<file path="src/rtl/display_timing_gen.sv">
// Raster timing generator: free-running sx/sy counters, combinational strobes,
// and a LAT-deep alignment line so de/syncs/colour reach the TMDS stage together.
module display_timing_gen #(
   parameter int H_RES  = 640,
   parameter int H_FP   = 16,
   parameter int H_SYNC = 96,
   parameter int H_BP   = 48,
   parameter int V_RES  = 480,
   parameter int V_FP   = 10,
   parameter int V_SYNC = 2,
   parameter int V_BP   = 33,
   parameter int H_POL  = 0,
   parameter int V_POL  = 0,
   parameter int LAT    = 2,
   parameter int CORDW  = 16
) (
   input  logic             clk_pix,
   input  logic             rst_pix,
   output logic [CORDW-1:0] sx,
   output logic [CORDW-1:0] sy,
   output logic             line,
   output logic             frame,
   input  logic [7:0]       r_in,
   input  logic [7:0]       g_in,
   input  logic [7:0]       b_in,
   output logic [7:0]       red,
   output logic [7:0]       green,
   output logic [7:0]       blue,
   output logic             de,
   output logic             hsync,
   output logic             vsync
);
   localparam int H_TOT = H_RES + H_FP + H_SYNC + H_BP;
   localparam int V_TOT = V_RES + V_FP + V_SYNC + V_BP;

   localparam logic [CORDW-1:0] H_MAX  = CORDW'(H_TOT - 1);
   localparam logic [CORDW-1:0] V_MAX  = CORDW'(V_TOT - 1);
   localparam logic [CORDW-1:0] H_ACT  = CORDW'(H_RES);
   localparam logic [CORDW-1:0] V_ACT  = CORDW'(V_RES);
   localparam logic [CORDW-1:0] HS_BEG = CORDW'(H_RES + H_FP);
   localparam logic [CORDW-1:0] HS_END = CORDW'(H_RES + H_FP + H_SYNC);
   localparam logic [CORDW-1:0] VS_BEG = CORDW'(V_RES + V_FP);
   localparam logic [CORDW-1:0] VS_END = CORDW'(V_RES + V_FP + V_SYNC);
   localparam logic             HS_ON  = (H_POL != 0);
   localparam logic             VS_ON  = (V_POL != 0);

   logic [CORDW-1:0] r_sx;
   logic [CORDW-1:0] r_sy;
   logic             w_de_raw;
   logic             w_hs_raw;
   logic             w_vs_raw;
   logic [2:0]       w_raw;
   logic [2:0]       w_dly;
   logic [7:0]       r_red;
   logic [7:0]       r_green;
   logic [7:0]       r_blue;
   logic             r_de;
   logic             r_hsync;
   logic             r_vsync;

   always_ff @(posedge clk_pix) begin
      if (rst_pix) begin
         r_sx <= '0;
         r_sy <= '0;
      end else if (r_sx == H_MAX) begin
         r_sx <= '0;
         r_sy <= (r_sy == V_MAX) ? '0 : r_sy + CORDW'(1);
      end else begin
         r_sx <= r_sx + CORDW'(1);
      end
   end

   assign w_de_raw = (r_sx < H_ACT) && (r_sy < V_ACT);
   assign w_hs_raw = (r_sx >= HS_BEG) && (r_sx < HS_END);
   assign w_vs_raw = (r_sy >= VS_BEG) && (r_sy < VS_END);
   assign w_raw    = {w_de_raw, w_hs_raw, w_vs_raw};

   // Delay line carries active-flags, not pin levels, so reset loads plain zeros.
   generate
      if (LAT == 0) begin : g_no_dly
         assign w_dly = w_raw;
      end else begin : g_dly
         logic [2:0] r_pipe [LAT];
         always_ff @(posedge clk_pix) begin
            if (rst_pix) begin
               for (int i = 0; i < LAT; i++) r_pipe[i] <= 3'b000;
            end else begin
               r_pipe[0] <= w_raw;
               for (int i = 1; i < LAT; i++) r_pipe[i] <= r_pipe[i-1];
            end
         end
         assign w_dly = r_pipe[LAT-1];
      end
   endgenerate

   always_ff @(posedge clk_pix) begin
      if (rst_pix) begin
         r_red   <= 8'h00;
         r_green <= 8'h00;
         r_blue  <= 8'h00;
         r_de    <= 1'b0;
         r_hsync <= ~HS_ON;
         r_vsync <= ~VS_ON;
      end else begin
         r_red   <= w_dly[2] ? r_in : 8'h00;
         r_green <= w_dly[2] ? g_in : 8'h00;
         r_blue  <= w_dly[2] ? b_in : 8'h00;
         r_de    <= w_dly[2];
         r_hsync <= w_dly[1] ? HS_ON : ~HS_ON;
         r_vsync <= w_dly[0] ? VS_ON : ~VS_ON;
      end
   end

   assign sx    = r_sx;
   assign sy    = r_sy;
   assign line  = (r_sx == '0);
   assign frame = (r_sx == '0) && (r_sy == '0);
   assign red   = r_red;
   assign green = r_green;
   assign blue  = r_blue;
   assign de    = r_de;
   assign hsync = r_hsync;
   assign vsync = r_vsync;

endmodule

</file>
<file path="config.mk">
export PLATFORM = sky130hd
export DESIGN_NAME = display_timing_gen
export DESIGN_NICKNAME = d
export VERILOG_FILES = /design/src/rtl/display_timing_gen.sv
export SDC_FILE = /design/constraint.sdc
export NUM_CORES = 1
export LEC_CHECK = 0
export CAP_MARGIN = 0
export CORE_MARGIN = 2
export CORE_UTILIZATION = 49
export CTS_BUF_LIST = sky130_fd_sc_hd__clkbuf_16
export DETAILED_ROUTE_END_ITERATION = 10
export PLACE_DENSITY_LB_ADDON = 0.1
export SLEW_MARGIN = 25
export SYNTH_ARGS = -nofsm -noshare
export SYNTH_HDL_FRONTEND = slang
export SYNTH_SLANG_ARGS = --single-unit
export TNS_END_PERCENT = 30
</file>
<file path="constraint.sdc">
create_clock -name clk_pix -period 3.86 [get_ports clk_pix]
set_input_delay 0.579 -clock clk_pix [delete_from_list [all_inputs] [get_ports clk_pix]]
set_output_delay 0.579 -clock clk_pix [all_outputs]
set_load 0.02 [all_outputs]
</file>
==> results.tsv, run 1 <==
stage	metric	value	unit
die	Die H	76.86	um
power	clock share of power	54.1	%
setup_path	Crit path largest cell delay	0.60	ns
drt	Pre-antenna DRT Iters	5	
sta	Hold Worst Slack	0.3738	ns
drt	starting DRC count in detailed routing	60	
global_route	global-route wire length before repair	10090	um
power	P_sw	0.3395	mW
cells_and_area	# diodes	0	
clock_tree	cts hold-fix bufs	0	
setup_path	endpoint class of the critical path	primary output	
die	Core Region	5107	um2
logic_synthesis	ys async rst share	0	%
clock_tree	post-CTS setup buffer count	0	
drt	Routed Antenna Nets	0	
place	dpl cell area	3496	um2
power	PnR Total Power	1.706	mW
place	pre-CTS setup slack	1.225	ns
setup_path	CP top delay family	simple AND/OR/NAND/NOR gates	
die	Initial Utilization	50.93	%
sta	worst relative slew slack	62.43	%
power	P_int	1.366	mW
setup_path	Req. time, crit path	3.28	ns
sta	RSZ-0062 raised after global routing	no	
power	Leak Pwr	1.413	nW
logic_synthesis	syn_nets	300	
drt	wirelength, routed	6217	um
power	Power Dens Cells	444.2	nW/um2
logic_synthesis	Yosys Warn Count	0	
setup_path	crit path max fanout	5	
sta	final setup fails	0	
logic_synthesis	Cell variety after synth	40	
logic_synthesis	syn avg cell area	9.634	um2
job	Max-cap violations	0	
global_route	initial antenna violation count	0	
place	Placed Cells	416	
hold_path	Hold Crit Class	reg2reg	
logic_synthesis	Synth area leaders	dfxtp_1 50%, and2_1 6.0%, xor2_1 3.4%	
logic_synthesis	largest family of logic cells by synthesized area	simple AND/OR/NAND/NOR gates	
cells_and_area	area grow syn2layout	47.62	%
cells_and_area	fraction of final layout cells sized beyond drive strength 1	7.459	%
place	GP Congestion	0.8498	
sta	Fmax	0.3318	GHz
logic_synthesis	area leader, netlist	dfxtp_1	
clock_tree	Longest Clk Path Bufs	2	
logic_synthesis	Adder-Cell Fraction of Synth Area	1.924	%
die	# rows	26	
power	Peak VDD IR	0.3097	mV
clock_tree	H-tree levels	3	
sta	clk_skew	0.005991	ns
cells_and_area	fin util	75.18	%
setup_path	Bufs and invs on worst path	1	
setup_path	critical path class	reg2out	
logic_synthesis	post-synthesis register bit count	65	
logic_synthesis	Synth Cell Area	2601	um2
drt	vias	2304	
logic_synthesis	Synth Area in XOR/XNOR	4.377	%
global_route	largest net degree at the start of global routing	26	
clock_tree	Num CTS Buffers	9	
setup_path	worst-path cell chain	or4_4 -> nor4_1 -> and3_1 -> clkdlybuf4s50_1	
logic_synthesis	post-synth top area share	50.02	%
drt	detail-routed net length per standard cell	14.39	um
clock_tree	Clk Latency, worst-skew pair	0.32	ns
clock_tree	Worst-path clk slew	0.05	ns
clock_tree	CTS root buffer	clkbuf_16	
power	Seq pwr share	40.3	%
clock_tree	CTS tree	built	
setup_path	CP Data Arrival Time	2.43	ns
cells_and_area	Nets	387	
clock_tree	# resized after CTS	0	
sta	fin. max-slew vios	0	
setup_path	CP startpoint kind	flop	
global_route	Total GRT Usage	21.56	%
cells_and_area	fin cells	432	
die	# IOs	87	
die	Die Wd	76.86	um
power	switching share of power	19.90	%
logic_synthesis	Compound-Gate Fraction of Synth Area	7.359	%
setup_path	Crit-path slowest cell	clkdlybuf4s50_1	
logic_synthesis	Post-synth EDFFs	0	
global_route	gr ovfl total	0	
logic_synthesis	Seq/Total Area, Yosys	50.02	%
logic_synthesis	Main synth FF type	dfxtp_1	
cells_and_area	design area	3840	um2
power	combinational share of power	5.6	%
sta	TNS Setup	0	ns
outcome	status	finished, final reports clean	
logic_synthesis	proportion of synthesized area in mux cells	0	%
sta	fin crit share	78.07	%
sta	final worst path period need	3.013	ns
drt	DRC	0	
sta	Hold Vio Cnt, Final	0	
logic_synthesis	Mapped Cells	270	
sta	pin slew with the least headroom to its limit	0.5622	ns
global_route	vias in the first global route	2078	
die	die area	5907	um2
drt	Avg Vias per Cell	5.333	
sta	post-route setup slack	0.8465	ns
place	Post-DP HPWL	4101	um
logic_synthesis	Post-Synth Simple-Gate Area	32.95	%
place	PortBufs	86	
clock_tree	Clock Sinks	65	
cell families (layout without fill, tap and decap cells):
group                      Yosys count  after routing
buffers and inverters               18            110
AOI/OAI and AO/OA                   34             34
adders and majority gates            4              4
xor gates and xnor gates            13             13
and+or+nand+nor                    136            136
DFF                                 65             65
worst reg2reg max path: stages, from the launching register on:
cell     delay [ns]
dfxtp_1        0.40
ha_1           0.25
and4_2         0.34
nand4_2        0.48
or4_1          0.67
a21oi_1        0.16
cell type report:
cell class                      instances  area (um2)
Clock buffer                            9       225.2
Sequential cell                        65        1301
Multi-Input combinational cell        187        1212
Clock inverter                          7       118.9
Fill cell                             375        1267
Inverter                                7       26.28
Tap cell                               70       87.58
Timing Repair Buffer                   87       868.3
state kept, by name, indices dropped and copies added (netlist names), 6 cells and up:
signal,count
g_dly.r_pipe,6
green,8
blue,8
red,8
sy,16
sx,16
final timing paths:
check | start | endpoint | slack (ns) | depth (start not counted)
max | sx[12] | frame | 0.85 | 4
min | g_dly.r_pipe[0][3] | vsync | 0.37 | 1
max reg2reg | sx[0] | sy[15] | 1.49 | 5
min reg2reg | g_dly.r_pipe[0][3] | vsync | 0.37 | 1
layer usage:
metal	vias up	global-route usage (%)	part of all wire (%)
li1	1138	-	-
met2	83	33.51	46
met3	7	6.235	5.6
met5	-	0	0
met4	0	9.091	1.3
met1	1076	27.97	47
Yosys cell counts (2+ instances only):
library cell / count
or3_1: 10
nor4bb_1: 2
buf_2: 4
or4_1: 9
a21oi_1: 17
nor2b_1: 4
nor2_1: 17
buf_6: 2
dfxtp_1: 65
nand4_1: 8
xor2_1: 10
nor4_2: 2
nor3_1: 2
clkbuf_1: 5
nand2b_1: 3
xnor2_1: 3
and3_1: 5
ha_1: 4
o31ai_1: 7
inv_1: 7
nand3_1: 12
nand2_1: 14
and2_1: 25
and4_1: 4
nand3b_1: 2
o21ai_0: 9
nor4_1: 5
placed cells by master, fill, tap and decap left out, types with 4 or more instances in the layout:
master / synthesis / layout
nand4_1: 8 / 8
o31ai_1: 7 / 7
or4_1: 9 / 9
clkbuf_16: 0 / 9
clkdlybuf4s50_1: 0 / 86
inv_1: 7 / 7
dfxtp_1: 65 / 65
a21oi_1: 17 / 17
and4_1: 4 / 4
and2_1: 25 / 25
nor2b_1: 4 / 4
nor4_1: 5 / 5
ha_1: 4 / 4
nor2_1: 17 / 17
or3_1: 10 / 10
nand3_1: 12 / 12
and3_1: 5 / 5
o21ai_0: 9 / 9
xor2_1: 10 / 10
nand2_1: 14 / 14
power groups by stage:
stage | registers [mW] | clock network, mW | logic (mW)
after floorplan | 0.714 | 0 | 0.0271
after global placement | 0.702 | 0 | 0.0932
after detailed placement | 0.702 | 0 | 0.0947
after CTS | 0.688 | 0.936 | 0.0958
after global routing | 0.689 | 0.973 | 0.102
final | 0.688 | 0.923 | 0.0949
No activity file was read; power rests on OpenSTA's default activity.
==> run 2, diff against run 1 <==
--- a/config.mk
+++ b/config.mk
@@ -7,7 +7,7 @@
 export LEC_CHECK = 0
 export CAP_MARGIN = 0
 export CORE_MARGIN = 2
-export CORE_UTILIZATION = 49
+export CORE_UTILIZATION = 41
 export CTS_BUF_LIST = sky130_fd_sc_hd__clkbuf_16
 export DETAILED_ROUTE_END_ITERATION = 10
 export PLACE_DENSITY_LB_ADDON = 0.1
==> constraint.sdc (replaced) <==
create_clock -name clk_pix -period 2.6 [get_ports clk_pix]
set_input_delay 0.39 -clock clk_pix [delete_from_list [all_inputs] [get_ports clk_pix]]
set_output_delay 0.39 -clock clk_pix [all_outputs]
set_load 0.02 [all_outputs]
==> run 2 against run 1 <==
Total power is 39% higher. Combinational power up 49%. Flip-flop and latch count is the same. Critical path type unchanged. Largest cell class unchanged.
==> results.tsv, run 2 (synthesized netlist as in run 1, its figures left out) <==
stage	metric	value	unit	change
sta	RSZ-0062 raised after global routing	no		
global_route	gr ovfl total	0		unchanged
drt	Pre-antenna DRT Iters	4		-1
setup_path	Worst Reg-to-Reg Cells	5		unchanged
drt	Avg Vias per Cell	5.102		-4.3%
global_route	Total GRT Usage	18.14	%	-3.4 points
power	Peak VDD IR	0.3852	mV	+24%
die	Core Region	6241	um2	+22%
clock_tree	Clock Sinks	65		unchanged
global_route	global-route wire length before repair	10250	um	+1.6%
cells_and_area	FILL cells	535		+43%
sta	clk_skew	0.006620	ns	+0.0006284 ns
cells_and_area	sequential cell area	1301	um2	unchanged
clock_tree	Clk Latency, worst-skew pair	0.31	ns	about the same
die	Die H	83.65	um	+8.8%
cells_and_area	fraction of final layout cells sized beyond drive strength 1	9.651	%	+2.2 points
setup_path	CP startpoint kind	flop		
cells_and_area	fin util	62.53	%	-13 points
setup_path	critical path class	reg2out		
place	Post-DP HPWL	4298	um	+4.8%
clock_tree	Num CTS Buffers	9		unchanged
place	Placed Cells	435		+4.6%
clock_tree	Worst-path clk slew	0.05	ns	about the same
drt	starting DRC count in detailed routing	84		+40%
cells_and_area	Nets	399		+3.1%
sta	Hold Vio Cnt, Final	0		unchanged
power	Leak Pwr	1.473	nW	+4.2%
clock_tree	Longest Clk Path Bufs	2		unchanged
cells_and_area	area grow syn2layout	50.02	%	
power	PnR Total Power	2.371	mW	+39%
die	Initial Utilization	41.68	%	-9.3 points
hold_path	hold path cells	1		unchanged
setup_path	crit path max fanout	3		-2
drt	detail-routed net length per standard cell	13.71	um	-4.7%
drt	Routed Antenna Nets	0		unchanged
sta	TNS Setup	0	ns	unchanged
global_route	largest net degree at the start of global routing	26		unchanged
sta	worst relative slew slack	67.20	%	+4.8 points
outcome	status	finished, final reports clean		
sta	Fmax	0.4083	GHz	
setup_path	endpoint class of the critical path	primary output		
sta	final worst path period need	2.449	ns	
sta	pin slew with the least headroom to its limit	0.4875	ns	-0.07471 ns
cells_and_area	# diodes	0		unchanged
sta	fin crit share	94.20	%	
drt	vias	2296		-0.35%
place	dpl cell area	3595	um2	+2.8%
die	die area	6997	um2	+18%
global_route	initial antenna violation count	0		unchanged
die	# rows	29		+12%
clock_tree	H-tree levels	3		unchanged
setup_path	Req. time, crit path	2.21	ns	-1.07 ns
setup_path	CP Data Arrival Time	2.06	ns	-0.37 ns
cells_and_area	fin cells	450		+4.2%
cells_and_area	design area	3902	um2	+1.6%
die	# IOs	87		unchanged
clock_tree	CTS root buffer	clkbuf_16		
place	GP Congestion	0.7762		-8.7%
power	Power Dens Cells	607.4	nW/um2	+37%
cells_and_area	multi-input logic area	1219	um2	+0.52%
clock_tree	CTS tree	built		
global_route	vias in the first global route	2072		-0.29%
sta	fin. max-slew vios	0		unchanged
drt	wirelength, routed	6169	um	-0.77%
hold_path	Hold Crit Class	reg2reg		
job	Max-cap violations	0		unchanged
place	PortBufs	86		unchanged
drt	DRC	0		unchanged
die	Die Wd	83.65	um	+8.8%
cells_and_area	leading cell types in the layout, fill and taps excluded	84 x clkdlybuf4s50_1, 65 x dfxtp_1, 25 x and2_1		
sta	final setup fails	0		unchanged
cells_and_area	commonest non-fill, non-tap cell in the layout	clkdlybuf4s50_1		
-- run 2: changes by cell type in the layout (fill, tap and decap cells not counted), moves of 2 or more --
cell,before,now
buf_4,1,13
clkdlybuf4s50_1,86,84
clkinv_1,1,3
clkinv_4,2,0
-- run 2: power breakdown --
| part | switching, mW | internal (mW) |
|---|---|---|
| clock network | 0.389 | 0.819 |
| logic | 0.0609 | 0.0799 |
| registers | 0.00821 | 1.01 |
-- run 2: routing by layer --
| metal | share of wire (%) | vias up | track usage, % |
|---|---|---|---|
| li1 | - | 1167 | - |
| met1 | 47 | 1040 | 24.32 |
| met2 | 45 | 81 | 26.91 |
| met3 | 7.1 | 8 | 5.539 |
| met4 | 1.2 | 0 | 8.065 |
| met5 | 0 | - | 0 |
-- run 2: worst max-delay path, stage by stage (launching register included) --
cell and delay [ns]:
dfxtp_1 0.31, or4_4 0.56, nor4_2 0.30, and3_1 0.23, dlygate4sd2_1 0.34
-- run 2: cell type report --
type,count,area share [%]
flip-flops and latches,65,33.34
clock inverters,6,1.924
repair buffers,99,24.59
multi-input cells,187,31.23
well taps,77,2.469
inverters,7,0.6733
clock buffers,9,5.771
-- run 2: worst paths after layout --
path / from / to / slack (ns)
max reg2reg: sy[1] / sy[4] / 0.52
min reg2reg: g_dly.r_pipe[0][3] / vsync / 0.37
min: g_dly.r_pipe[0][3] / vsync / 0.37
max: sx[12] / frame / 0.15
-- run 2: metrics by stage --
stage          setup WS, ns  hold WS, ns
6_report             0.1508       0.3698
2_1_floorplan       0.08748       0.3559
4_1_cts             0.02082       0.3740
5_1_grt             0.06547       0.4066
3_5_place_dp         0.1081       0.3622
3_3_place_gp         0.1195       0.3599
-- run 2: timing repair --
item                                    CTS  global route
endpoints found under the setup margin    2             1
cloned                                    0             0
hold buffers                              0             0
gates resized for setup                   2             1
buffers inserted                          0             0
==> run 3, diff against run 2 <==
--- a/config.mk
+++ b/config.mk
@@ -5,11 +5,11 @@
 export SDC_FILE = /design/constraint.sdc
 export NUM_CORES = 1
 export LEC_CHECK = 0
-export CAP_MARGIN = 0
 export CORE_MARGIN = 2
 export CORE_UTILIZATION = 41
 export CTS_BUF_LIST = sky130_fd_sc_hd__clkbuf_16
 export DETAILED_ROUTE_END_ITERATION = 10
+export MAX_ROUTING_LAYER = met4
 export PLACE_DENSITY_LB_ADDON = 0.1
 export SLEW_MARGIN = 25
 export SYNTH_ARGS = -nofsm -noshare
==> run 3 against run 2 <==
Count of clock-buffer cells in the layout is the same. Cell count is the same. Critical path type unchanged. Non-clock buffer count is the same. Wire length grew 0.24%. Sequential share of layout area is the same. Total power is essentially flat. Sequential power is essentially flat. Global-route usage grew 0.53 points. Critical path depth is the same. Register-to-register slack is essentially flat. Largest cell class unchanged. Flip-flop and latch count is the same.
==> results.tsv, run 3 (synthesized netlist as in run 1, its figures left out) <==
stage	metric	value	unit	change
drt	Avg Vias per Cell	5.098		about the same
drt	wirelength, routed	6184	um	+0.24%
hold_path	hold endpoint	vsync		
clock_tree	Clock Sinks	65		unchanged
cells_and_area	leading cell types in the layout, fill and taps excluded	84 x clkdlybuf4s50_1, 65 x dfxtp_1, 25 x and2_1		
setup_path	FF-to-FF Start	sx[0]		
clock_tree	Longest Clk Path Bufs	2		unchanged
global_route	gr ovfl total	0		unchanged
die	Die Wd	83.65	um	unchanged
clock_tree	Clk Latency, worst-skew pair	0.32	ns	about the same
sta	RSZ-0062 raised after global routing	no		
global_route	vias in the first global route	2071		-0.048%
sta	worst relative slew slack	67.30	%	+0.098 points
place	GP Congestion	0.7868		+1.4%
sta	Fmax	0.4079	GHz	about the same
sta	Hold Worst Slack	0.3699	ns	+0.0001150 ns
die	Initial Utilization	41.68	%	unchanged
sta	fin crit share	94.28	%	about the same
die	# IOs	87		unchanged
global_route	initial antenna violation count	0		unchanged
drt	DRC	0		unchanged
setup_path	critical path class	reg2out		
cells_and_area	FILL cells	535		unchanged
sta	clk_skew	0.005959	ns	-0.0006605 ns
drt	starting DRC count in detailed routing	89		+6.0%
clock_tree	H-tree levels	3		unchanged
outcome	status	finished, final reports clean		
hold_path	Hold Path Origin	g_dly.r_pipe[0][3]		
sta	TNS Setup	0	ns	unchanged
setup_path	Worst Reg-to-Reg Cells	6		+1
setup_path	CP top delay family	simple AND/OR/NAND/NOR gates		
setup_path	Crit Reg-Reg Endpoint	sy[5]		
power	PnR Total Power	2.372	mW	about the same
clock_tree	CTS root buffer	clkbuf_16		
hold_path	Hold Crit Class	reg2reg		
setup_path	reg-to-reg slack, setup	0.52	ns	about the same
drt	detail-routed net length per standard cell	13.74	um	+0.24%
die	Core Region	6241	um2	unchanged
sta	post-route setup slack	0.1486	ns	-0.002173 ns
setup_path	Bufs and invs on worst path	1		unchanged
power	Peak VDD IR	0.3865	mV	+0.35%
power	combinational share of power	5.9	%	about the same
die	Die H	83.65	um	unchanged
power	clock share of power	51.0	%	about the same
setup_path	CP Data Arrival Time	2.06	ns	about the same
power	Leak Pwr	1.473	nW	unchanged
setup_path	endpoint class of the critical path	primary output		
hold_path	hold path cells	1		unchanged
power	switching share of power	19.38	%	+0.061 points
setup_path	CP startpoint kind	flop		
cells_and_area	# diodes	0		unchanged
drt	Routed Antenna Nets	0		unchanged
power	Seq pwr share	43.1	%	about the same
sta	pin slew with the least headroom to its limit	0.4861	ns	-0.001457 ns
sta	final setup fails	0		unchanged
place	dpl cell area	3595	um2	unchanged
cells_and_area	area grow syn2layout	50.02	%	unchanged
setup_path	crit path max fanout	3		unchanged
cells_and_area	commonest non-fill, non-tap cell in the layout	clkdlybuf4s50_1		
power	P_int	1.913	mW	about the same
power	Power Dens Cells	607.9	nW/um2	about the same
clock_tree	CTS tree	built		
job	Max-cap violations	0		unchanged
sta	final worst path period need	2.451	ns	+0.002173 ns
global_route	largest net degree at the start of global routing	26		unchanged
sta	fin. max-slew vios	0		unchanged
die	# rows	29		unchanged
setup_path	worst-path cell chain	or4_4 -> nor4_2 -> and3_1 -> dlygate4sd2_1		
sta	Hold Vio Cnt, Final	0		unchanged
drt	Pre-antenna DRT Iters	4		unchanged
cells_and_area	design area	3902	um2	unchanged
place	PortBufs	86		unchanged
die	die area	6997	um2	unchanged
setup_path	Crit path largest cell delay	0.56	ns	about the same
place	pre-CTS setup slack	0.1081	ns	unchanged
setup_path	Crit-path slowest cell	or4_4		
setup_path	Req. time, crit path	2.21	ns	about the same
global_route	global-route wire length before repair	10250	um	about the same
cells_and_area	fraction of final layout cells sized beyond drive strength 1	9.651	%	unchanged
clock_tree	Worst-path clk slew	0.05	ns	about the same
cells_and_area	Nets	399		unchanged
drt	vias	2294		-0.087%
place	Post-DP HPWL	4298	um	unchanged
global_route	Total GRT Usage	18.68	%	+0.53 points
power	P_sw	0.4597	mW	+0.39%
clock_tree	Num CTS Buffers	9		unchanged
-- run 3: cell counts in the layout (fill, tap and decap cells not counted) --
No cell type changed its count.
-- run 3: through the flow --
stage | utilization, % | cells
after floorplan | - | 270
after global placement | 57.60 | 435
after detailed placement | 57.60 | 435
after CTS | 62.49 | 450
after global routing | 62.53 | 450
final | 62.53 | 450
-- run 3: how the worst max path moves through the flow --
stage / start / end / slack [ns] / cells after the start
2_1_floorplan: sx[12] / frame / 0.09 / 3
3_3_place_gp: sx[12] / frame / 0.12 / 4
3_5_place_dp: sx[12] / frame / 0.11 / 4
4_1_cts: sx[12] / line / 0.02 / 3
5_1_grt: sx[12] / frame / 0.07 / 4
6_report: sx[12] / frame / 0.15 / 4
-- run 3: cell type report --
class / instances / area (um2) / share of cell area [%]
clock buffer: 9 / 225.2 / 5.771
clock inverter: 6 / 75.07 / 1.924
inverter: 7 / 26.28 / 0.6733
multi-input combinational: 187 / 1219 / 31.23
sequential: 65 / 1301 / 33.34
tap: 77 / 96.34 / 2.469
timing repair buffer: 99 / 959.7 / 24.59
-- run 3: metal layers --
| layer | share of wire, % | vias up | track usage (%) |
|---|---|---|---|
| li1 | - | 1166 | - |
| met1 | 47 | 1037 | 24.63 |
| met2 | 44 | 83 | 26.76 |
| met3 | 6.9 | 8 | 5.341 |
| met4 | 1.3 | 0 | 8.065 |
| met5 | 0 | - | - |
-- run 3: what timing repair did --
item | in CTS | in global routing
setup buffers | 0 | 0
hold buffers | 0 | 0
gates cloned | 0 | 0
gates resized for setup | 2 | 1
setup endpoints to repair | 2 | 1
-- run 3: power by group through the flow --
stage / logic [mW] / clock network, mW / registers [mW]
after floorplan: 0.0402 / 0 / 1.06
after global placement: 0.142 / 0 / 1.04
after detailed placement: 0.143 / 0 / 1.04
after CTS: 0.143 / 1.24 / 1.02
after global routing: 0.152 / 1.29 / 1.02
final: 0.141 / 1.21 / 1.02
-- run 3: worst register-to-register path: stages (launching register included) --
cell,delay (ns)
dfxtp_1,0.41
ha_1,0.26
and4_2,0.34
nand4_2,0.11
buf_4,0.23
or4_1,0.52
a21oi_1,0.15
